## config.mk

```make
export PLATFORM = sky130hd
export DESIGN_NAME = alu_scheduler
export DESIGN_NICKNAME = d
export VERILOG_FILES = /design/src/rtl/alu_sched_pkg.sv /design/src/rtl/alu_components.sv /design/src/rtl/alu_scheduler_rr_arbiter.sv /design/src/rtl/alu_scheduler.sv
export SDC_FILE = /design/constraint.sdc
export NUM_CORES = 1
export LEC_CHECK = 0
export BUFFER_PORTS_ARGS = -buffer_cell sky130_fd_sc_hd__buf_2
export CAP_MARGIN = 30
export CORE_MARGIN = 4
export CORE_UTILIZATION = 50
export CTS_CLUSTER_SIZE = 10
export DETAILED_ROUTE_END_ITERATION = 10
export GPL_ROUTABILITY_DRIVEN = 0
export HOLD_SLACK_MARGIN = 0.08
export MAX_ROUTING_LAYER = met4
export PLACE_DENSITY = 0.76
export SLEW_MARGIN = 5
export SYNTH_ARGS = -nofsm -noshare
export SYNTH_HDL_FRONTEND = slang
export SYNTH_SLANG_ARGS = --single-unit
```

## constraint.sdc

```tcl
create_clock -name clk -period 5.17 [get_ports clk]
set_input_delay 0.517 -clock clk [delete_from_list [all_inputs] [get_ports clk]]
set_output_delay 0.517 -clock clk [all_outputs]
set_load 0.02 [all_outputs]
```

## src/rtl/alu_sched_pkg.sv

```systemverilog
// alu_scheduler shared definitions: opcodes, scheduler states and the
// select encodings of the logical unit and shifter.
package alu_sched_pkg;

    typedef enum logic [3:0] {
        OP_ADD = 4'd0,
        OP_SUB = 4'd1,
        OP_AND = 4'd2,
        OP_OR  = 4'd3,
        OP_XOR = 4'd4,
        OP_NOT = 4'd5,
        OP_SHL = 4'd6,
        OP_SHR = 4'd7,
        OP_ROR = 4'd8,
        OP_MUL = 4'd9
    } alu_op_t;

    typedef enum logic [1:0] {
        ST_IDLE = 2'd0,
        ST_EXEC = 2'd1,
        ST_MUL  = 2'd2,
        ST_DONE = 2'd3
    } sched_state_t;

    // Logical unit selects
    localparam logic [1:0] LU_AND = 2'd0;
    localparam logic [1:0] LU_OR  = 2'd1;
    localparam logic [1:0] LU_XOR = 2'd2;
    localparam logic [1:0] LU_NOT = 2'd3;

    // Shifter selects
    localparam logic [1:0] SH_SHL = 2'd0;
    localparam logic [1:0] SH_SHR = 2'd1;
    localparam logic [1:0] SH_ROR = 2'd2;

    // True for opcodes that the EXEC state completes in one cycle.
    function automatic logic op_is_single_cycle(input logic [3:0] op);
        return (op <= 4'd8);
    endfunction

endpackage

```

## src/rtl/alu_components.sv

```systemverilog
// Combinational ALU building blocks shared by the scheduler datapath:
// full adder, ripple-carry adder, logical unit and one-bit shifter.
module full_adder (
    input  logic a,
    input  logic b,
    input  logic cin,
    output logic s,
    output logic cout
);
    assign s    = a ^ b ^ cin;
    assign cout = (a & b) | (a & cin) | (b & cin);
endmodule

module ripple_carry_adder #(
    parameter int WIDTH = 8
) (
    input  logic [WIDTH-1:0] a,
    input  logic [WIDTH-1:0] b,
    input  logic             cin,
    output logic [WIDTH-1:0] sum,
    output logic             cout
);
    logic [WIDTH:0] carry;

    assign carry[0] = cin;

    for (genvar i = 0; i < WIDTH; i++) begin : g_bit
        full_adder u_fa (
            .a    (a[i]),
            .b    (b[i]),
            .cin  (carry[i]),
            .s    (sum[i]),
            .cout (carry[i+1])
        );
    end

    assign cout = carry[WIDTH];
endmodule

module logical_unit #(
    parameter int WIDTH = 8
) (
    input  logic [WIDTH-1:0] a,
    input  logic [WIDTH-1:0] b,
    input  logic [1:0]       sel,
    output logic [WIDTH-1:0] y
);
    import alu_sched_pkg::*;

    // Bitwise function selected by sel; NOT ignores b
    always_comb begin
        y = '0;
        case (sel)
            LU_AND:  y = a & b;
            LU_OR:   y = a | b;
            LU_XOR:  y = a ^ b;
            LU_NOT:  y = ~a;
            default: y = '0;
        endcase
    end
endmodule

module shifter #(
    parameter int WIDTH = 8
) (
    input  logic [WIDTH-1:0] a,
    input  logic [1:0]       sel,
    output logic [WIDTH-1:0] y
);
    import alu_sched_pkg::*;

    // Single-position logical shifts and right rotate
    always_comb begin
        y = a;
        case (sel)
            SH_SHL:  y = {a[WIDTH-2:0], 1'b0};
            SH_SHR:  y = {1'b0, a[WIDTH-1:1]};
            SH_ROR:  y = {a[0], a[WIDTH-1:1]};
            default: y = a;
        endcase
    end
endmodule

```

## src/rtl/alu_scheduler_rr_arbiter.sv

```systemverilog
// Combinational round-robin arbiter: ptr names the requester with the
// highest priority, the search wraps around from there.
module rr_arbiter #(
    parameter int NREQ = 2,
    localparam int IW  = $clog2(NREQ)
) (
    input  logic [NREQ-1:0] req,
    input  logic [IW-1:0]   ptr,
    output logic [NREQ-1:0] gnt,
    output logic [IW-1:0]   idx
);
    // Scan from ptr upward; the first pending request wins
    always_comb begin
        int  cand;
        logic found;
        logic take;
        gnt   = '0;
        idx   = '0;
        found = 1'b0;
        cand  = 0;
        take  = 1'b0;
        for (int k = 0; k < NREQ; k++) begin
            cand = int'(ptr) + k;
            cand = (cand >= NREQ) ? (cand - NREQ) : cand;
            take = !found && req[cand];
            gnt[cand] = take;
            idx   = take ? IW'(cand) : idx;
            found = found | take;
        end
    end
endmodule

```

## src/rtl/alu_scheduler.sv

```systemverilog
// alu_scheduler: shares one ALU (ripple adder, logical unit, shifter)
// between NREQ requesters. Round-robin issue, single-cycle ops in EXEC,
// optional shift-add multiply enabled by the ALU_SCHED_MUL_EN macro.
// Results return on a valid/ready channel tagged with the requester id.
module alu_scheduler
    import alu_sched_pkg::*;
#(
    parameter int WIDTH = 8,
    parameter int NREQ  = 2
) (
    input  logic                       clk,
    input  logic                       rst,
    input  logic [NREQ-1:0]            req_valid,
    output logic [NREQ-1:0]            req_ready,
    input  logic [NREQ-1:0][3:0]       req_op,
    input  logic [NREQ-1:0][WIDTH-1:0] req_a,
    input  logic [NREQ-1:0][WIDTH-1:0] req_b,
    output logic                       rsp_valid,
    input  logic                       rsp_ready,
    output logic [WIDTH-1:0]           rsp_data,
    output logic                       rsp_cout,
    output logic                       rsp_err,
    output logic [$clog2(NREQ)-1:0]    rsp_id
);
    localparam int             IDW     = $clog2(NREQ);
    localparam logic [IDW-1:0] LAST_ID = IDW'(NREQ - 1);

    sched_state_t     state_r;
    sched_state_t     state_nxt_s;

    logic [IDW-1:0]   ptr_r;
    logic [IDW-1:0]   ptr_nxt_s;
    logic [3:0]       op_r;
    logic [WIDTH-1:0] a_r;
    logic [WIDTH-1:0] b_r;
    logic [IDW-1:0]   id_r;

    logic             valid_r;
    logic [WIDTH-1:0] data_r;
    logic             cout_r;
    logic             err_r;
    logic [IDW-1:0]   rsp_id_r;

    logic [NREQ-1:0]  gnt_s;
    logic [IDW-1:0]   win_idx_s;
    logic             accept_s;
    logic             win_is_mul_s;
    logic             mul_phase_s;
    logic             mul_last_s;
    logic [WIDTH-1:0] acc_s;

    logic [WIDTH-1:0] add_a_s;
    logic [WIDTH-1:0] add_b_s;
    logic             add_cin_s;
    logic [WIDTH-1:0] sum_s;
    logic             add_cout_s;
    logic [1:0]       lu_sel_s;
    logic [WIDTH-1:0] lu_y_s;
    logic [1:0]       sh_sel_s;
    logic [WIDTH-1:0] sh_y_s;

    logic [WIDTH-1:0] alu_data_s;
    logic             alu_cout_s;
    logic             alu_err_s;

    rr_arbiter #(.NREQ(NREQ)) u_arb (
        .req (req_valid),
        .ptr (ptr_r),
        .gnt (gnt_s),
        .idx (win_idx_s)
    );

    ripple_carry_adder #(.WIDTH(WIDTH)) u_add (
        .a    (add_a_s),
        .b    (add_b_s),
        .cin  (add_cin_s),
        .sum  (sum_s),
        .cout (add_cout_s)
    );

    logical_unit #(.WIDTH(WIDTH)) u_lu (
        .a   (a_r),
        .b   (b_r),
        .sel (lu_sel_s),
        .y   (lu_y_s)
    );

    shifter #(.WIDTH(WIDTH)) u_sh (
        .a   (a_r),
        .sel (sh_sel_s),
        .y   (sh_y_s)
    );

    // Priority after an accept starts at the requester after the winner
    assign ptr_nxt_s = (win_idx_s == LAST_ID) ? '0 : (win_idx_s + IDW'(1));

`ifdef ALU_SCHED_MUL_EN
    localparam int CW = $clog2(WIDTH) + 1;

    logic [WIDTH-1:0] acc_r;
    logic [CW-1:0]    cnt_r;

    assign win_is_mul_s = (req_op[win_idx_s] == OP_MUL);
    assign mul_phase_s  = (state_r == ST_MUL);
    assign mul_last_s   = mul_phase_s && (cnt_r == CW'(WIDTH - 1));
    assign acc_s        = acc_r;

    // Multiply accumulator and bit counter: one partial product per cycle
    always_ff @(posedge clk) begin
        if (rst) begin
            acc_r <= '0;
            cnt_r <= '0;
        end else if (accept_s) begin
            acc_r <= '0;
            cnt_r <= '0;
        end else if (mul_phase_s) begin
            acc_r <= sum_s;
            cnt_r <= cnt_r + CW'(1);
        end else begin
            acc_r <= acc_r;
            cnt_r <= cnt_r;
        end
    end
`else
    assign win_is_mul_s = 1'b0;
    assign mul_phase_s  = 1'b0;
    assign mul_last_s   = 1'b0;
    assign acc_s        = '0;
`endif

    // Grant is offered only while idle and out of reset
    always_comb begin
        req_ready = '0;
        accept_s  = 1'b0;
        if ((state_r == ST_IDLE) && !rst) begin
            req_ready = gnt_s;
            accept_s  = |(req_valid & gnt_s);
        end else begin
            req_ready = '0;
            accept_s  = 1'b0;
        end
    end

    // Scheduler state register
    always_ff @(posedge clk) begin
        if (rst) begin
            state_r <= ST_IDLE;
        end else begin
            state_r <= state_nxt_s;
        end
    end

    // Scheduler next-state logic
    always_comb begin
        state_nxt_s = state_r;
        case (state_r)
            ST_IDLE: begin
                if (accept_s) begin
                    state_nxt_s = win_is_mul_s ? ST_MUL : ST_EXEC;
                end else begin
                    state_nxt_s = ST_IDLE;
                end
            end
            ST_EXEC: state_nxt_s = ST_DONE;
`ifdef ALU_SCHED_MUL_EN
            ST_MUL: begin
                if (mul_last_s) begin
                    state_nxt_s = ST_DONE;
                end else begin
                    state_nxt_s = ST_MUL;
                end
            end
`endif
            ST_DONE: begin
                if (rsp_ready) begin
                    state_nxt_s = ST_IDLE;
                end else begin
                    state_nxt_s = ST_DONE;
                end
            end
            default: state_nxt_s = ST_IDLE;
        endcase
    end

    // ALU input steering: multiply adds the shifted multiplicand to acc
    always_comb begin
        add_a_s   = a_r;
        add_b_s   = b_r;
        add_cin_s = 1'b0;
        lu_sel_s  = LU_AND;
        sh_sel_s  = SH_SHL;
        if (mul_phase_s) begin
            add_a_s   = acc_s;
            add_b_s   = b_r[0] ? a_r : '0;
            add_cin_s = 1'b0;
            sh_sel_s  = SH_SHL;
        end else begin
            case (op_r)
                OP_SUB: begin
                    add_b_s   = ~b_r;
                    add_cin_s = 1'b1;
                end
                OP_OR:   lu_sel_s = LU_OR;
                OP_XOR:  lu_sel_s = LU_XOR;
                OP_NOT:  lu_sel_s = LU_NOT;
                OP_SHR:  sh_sel_s = SH_SHR;
                OP_ROR:  sh_sel_s = SH_ROR;
                default: add_cin_s = 1'b0;
            endcase
        end
    end

    // Single-cycle result select; anything unknown here is an error
    always_comb begin
        alu_data_s = '0;
        alu_cout_s = 1'b0;
        alu_err_s  = 1'b0;
        case (op_r)
            OP_ADD, OP_SUB: begin
                alu_data_s = sum_s;
                alu_cout_s = add_cout_s;
            end
            OP_AND, OP_OR, OP_XOR, OP_NOT: alu_data_s = lu_y_s;
            OP_SHL, OP_SHR, OP_ROR:        alu_data_s = sh_y_s;
            default: begin
                alu_data_s = '0;
                alu_cout_s = 1'b0;
                alu_err_s  = !op_is_single_cycle(op_r);
            end
        endcase
    end

    // Latch the winner's request; multiply walks a left and b right
    always_ff @(posedge clk) begin
        if (rst) begin
            ptr_r <= '0;
            op_r  <= 4'd0;
            a_r   <= '0;
            b_r   <= '0;
            id_r  <= '0;
        end else if (accept_s) begin
            ptr_r <= ptr_nxt_s;
            op_r  <= req_op[win_idx_s];
            a_r   <= req_a[win_idx_s];
            b_r   <= req_b[win_idx_s];
            id_r  <= win_idx_s;
        end else if (mul_phase_s) begin
            a_r   <= sh_y_s;
            b_r   <= {1'b0, b_r[WIDTH-1:1]};
        end else begin
            a_r   <= a_r;
            b_r   <= b_r;
        end
    end

    // Response registers: loaded on completion, held until consumed
    always_ff @(posedge clk) begin
        if (rst) begin
            valid_r  <= 1'b0;
            data_r   <= '0;
            cout_r   <= 1'b0;
            err_r    <= 1'b0;
            rsp_id_r <= '0;
        end else if (state_r == ST_EXEC) begin
            valid_r  <= 1'b1;
            data_r   <= alu_data_s;
            cout_r   <= alu_cout_s;
            err_r    <= alu_err_s;
            rsp_id_r <= id_r;
        end else if (mul_last_s) begin
            valid_r  <= 1'b1;
            data_r   <= sum_s;
            cout_r   <= 1'b0;
            err_r    <= 1'b0;
            rsp_id_r <= id_r;
        end else if ((state_r == ST_DONE) && rsp_ready) begin
            valid_r  <= 1'b0;
        end else begin
            valid_r  <= valid_r;
        end
    end

    assign rsp_valid = valid_r;
    assign rsp_data  = data_r;
    assign rsp_cout  = cout_r;
    assign rsp_err   = err_r;
    assign rsp_id    = rsp_id_r;

endmodule

```

==> reports/summary.txt <==
Clock Sinks -> 36
Max-slew violation count -> 0
Syn_nets -> 343
Tightest Pin Transition -> 0.596 ns
Xor/xnor share of the synthesized area -> 2.55%
Status -> completed
Post-DRT Antenna Nets -> 0
Final hold viol count -> 0
Final HPWL DP -> 4.50 mm
Hold Path Class -> reg2reg
Number of global-route vias before repair -> 2113
Die height -> 77.4 um
Share of the yosys chip area belonging to registers -> 30.0%
Top sig layer -> met4
P_leak -> 1.22 nW
N_diodes -> 0
Largest net degree at the start of global routing -> 31
Synth Area in Simple Gates -> 13.3%
H-Tree Depth -> 2
Met2 WL -> 2.79 mm
RSZ-0062 raised after global routing -> false
Sw frac -> 36.1%
EDFF count, synth -> 0
Fmax -> 0.221 GHz
Slew HR -> 60.2%
Register share of total power -> 39.5%
Drt first pass iters -> 4
Mux cell area share after synthesis -> 3.75%
Worst setup EP type -> register
Int Pwr -> 0.000588 W
Mapped Area -> 0.00240 mm2
Placed Area -> 0.00269 mm2
Min setup slack post-route -> 0.639 ns
Cell variety after synth -> 45
Vias -> 2266
Synth Instances -> 275
Die area -> 0.00598 mm2
Synth Area per Inst -> 8.74 um2
Adder-cell share of the synthesized area -> 14.2%
Path type of the worst setup path -> reg2reg
Tot GR Track Use -> 22.1%
Clock transition at the registers of the reported paths -> 0.07 ns
Setup_tns -> 0 ns
Period minus WS final -> 4.53 ns
CTS tree -> done
Die span in x -> 77.4 um
Reg2Reg Setup Slack -> 0.64 ns
Async SR Flop Fraction -> 0%
Final core occ -> 62.4%
Compound-cell area share of the yosys netlist -> 29.1%
Setup Buffers After CTS -> 0
Clock power share -> 27.2%
DP Worst Slack -> 0.673 ns
Starting Density -> 53.4%
Setup violators final -> 0
Layout Nets -> 397
Tcrit/Tclk final -> 87.6%
Largest family of logic cells by synthesized area -> compound AO/OA/AOI/OAI gates
Main synth FF type -> dfxtp_1
Met3 wire length -> 581 um
Core Footprint -> 0.00450 mm2
# IOs -> 59
Synth Register Bits -> 36
Total Power -> 0.000920 W
Insertion delay to the later sink of the worst-skew pair -> 0.30 ns
GR Overflow Total -> 0
Max Root-Sink Buffers -> 2
Inserted Clock Buffers -> 5
WL final -> 6.20 mm
Share of layout cells above drive strength 1 -> 23.3%
M1 WL -> 2.67 mm
FP Rows -> 24
Worst EP required -> 5.40 ns
Clk root buf -> clkbuf_8
CP arrival -> 4.76 ns
Switching power -> 0.000332 W
WL/cell -> 16.2 um
Area Overhead vs Synth -> 16.9%
First-pass GRT wire length -> 10.4 mm
Hold-fix buffers at CTS -> 0
Combinational share of power -> 33.2%
Post-route cell area -> 0.00281 mm2
Antenna violations before repair -> 0
Startpoint Class -> register
CTS resizes -> 0
Clock Skews -> 0.00974 ns
Max FO, Critical Path -> 13
Number of remaining DRC errors -> 0
DRT iter0 DRCs -> 252
Peak VDD IR -> 0.209 mV
Post-DR vias/cell -> 5.93
Max_cap viols -> 0
Synth warnings -> 0
Port Buf Inserts -> 58
Power Density -> 327 mW/mm2
## sequential cells by signal, summed over array words and instances (netlist names)
signal,count
rsp_err,1
ptr_r,1
rsp_valid,1
id_r,1
op_r,4
rsp_id,1
a_r,8
state_r,2
rsp_cout,1
rsp_data,8
b_r,8
## critical path, cell delays in order (launching register included)
cell	delay [ns]
dfxtp_1	0.42
nor3_2	0.21
buf_4	0.19
and2_1	0.40
xnor2_1	0.15
fa_1	0.42
fa_1	0.38
fa_1	0.39
fa_1	0.39
fa_1	0.39
fa_1	0.39
fa_1	0.49
a21oi_1	0.06
a31oi_1	0.17
## routing by layer
metal | vias up | global-route usage, %
met5 | - | -
met4 | 0 | 8.36
met3 | 18 | 6.02
met2 | 101 | 32.3
met1 | 1034 | 29.0
li1 | 1113 | -
## synthesized netlist by cell type (2+ instances only)
master     n  area share (%)
inv_1     21             3.3
o32ai_1    5             1.8
buf_2      5             1.0
mux2i_1    9             3.7
a221o_1    7             2.9
o21ai_0   12             2.5
o22ai_1    9             2.3
buf_6      3             1.4
fa_1       7             5.8
dfxtp_1   36              30
xnor2_1    7             2.5
clkbuf_1   7             1.1
nor2b_1    3            0.78
o211ai_1   4             1.2
nand2b_1   8             2.1
a21oi_1   28             5.8
nand3b_1   3            0.94
a22oi_1   16             5.0
nand2_1   20             3.1
a211oi_1   9             2.8
o221ai_1   2            0.73
ha_1      16             8.3
nor2_1    16             2.5
## power groups by stage
| stage | registers [W] | clock network (W) | logic, W |
|---|---|---|---|
| final | 0.000363 | 0.000250 | 0.000306 |
| after floorplan | 0.000369 | 0 | 0.000209 |
| after CTS | 0.000362 | 0.000253 | 0.000301 |
| after global routing | 0.000371 | 0.000265 | 0.000343 |
| after global placement | 0.000367 | 0 | 0.000292 |
| after detailed placement | 0.000369 | 0 | 0.000296 |
## path summary, 6_finish.rpt
| check | start | to | depth (start not counted) |
|---|---|---|---|
| max | op_r[1] | rsp_data[7] | 13 |
| min | rsp_err | rsp_err | 2 |
| max reg2reg | op_r[1] | rsp_data[7] | 13 |
| min reg2reg | rsp_err | rsp_err | 2 |
## final cells by class
class,count,area [um2]
flip-flops and latches,36,721
well taps,52,65.1
fillers,431,1690
multi-input cells,202,1510
inverters,21,78.8
clock buffers,6,72.6
repair buffers,63,325
clock inverters,2,35.0
## logic make-up (layout without fill, tap and decap cells)
kind of cell    after synthesis  count (layout)
xor+xnor                      7               7
simple gates                 62              62
flops                        36              36
fa+ha+maj                    23              23
compound gates              101             101
mux                           9               9
buf+inv                      37              92
## per-stage QoR
step,std cells,hold slack [ns]
floorplan,275,0.432
global placement,371,0.447
detailed placement,372,0.446
CTS,380,0.461
global route,382,0.502
finish,382,0.456
## placed cells by master (no fill, tap or decap), types with 2 or more instances in the layout
master	instances
o221ai_1	2
nor2_1	16
nor2b_1	3
a211oi_1	9
o211ai_1	4
o21ai_0	11
inv_1	21
nand2_1	20
mux2i_1	9
xnor2_1	7
a221o_1	7
a21oi_1	28
o32ai_1	5
o22ai_1	9
nand2b_1	8
a22oi_1	16
fa_1	7
ha_1	16
buf_4	4
dfxtp_1	36
clkbuf_8	5
buf_2	58
nand3b_1	3
(Power assumes the default switching activity.)
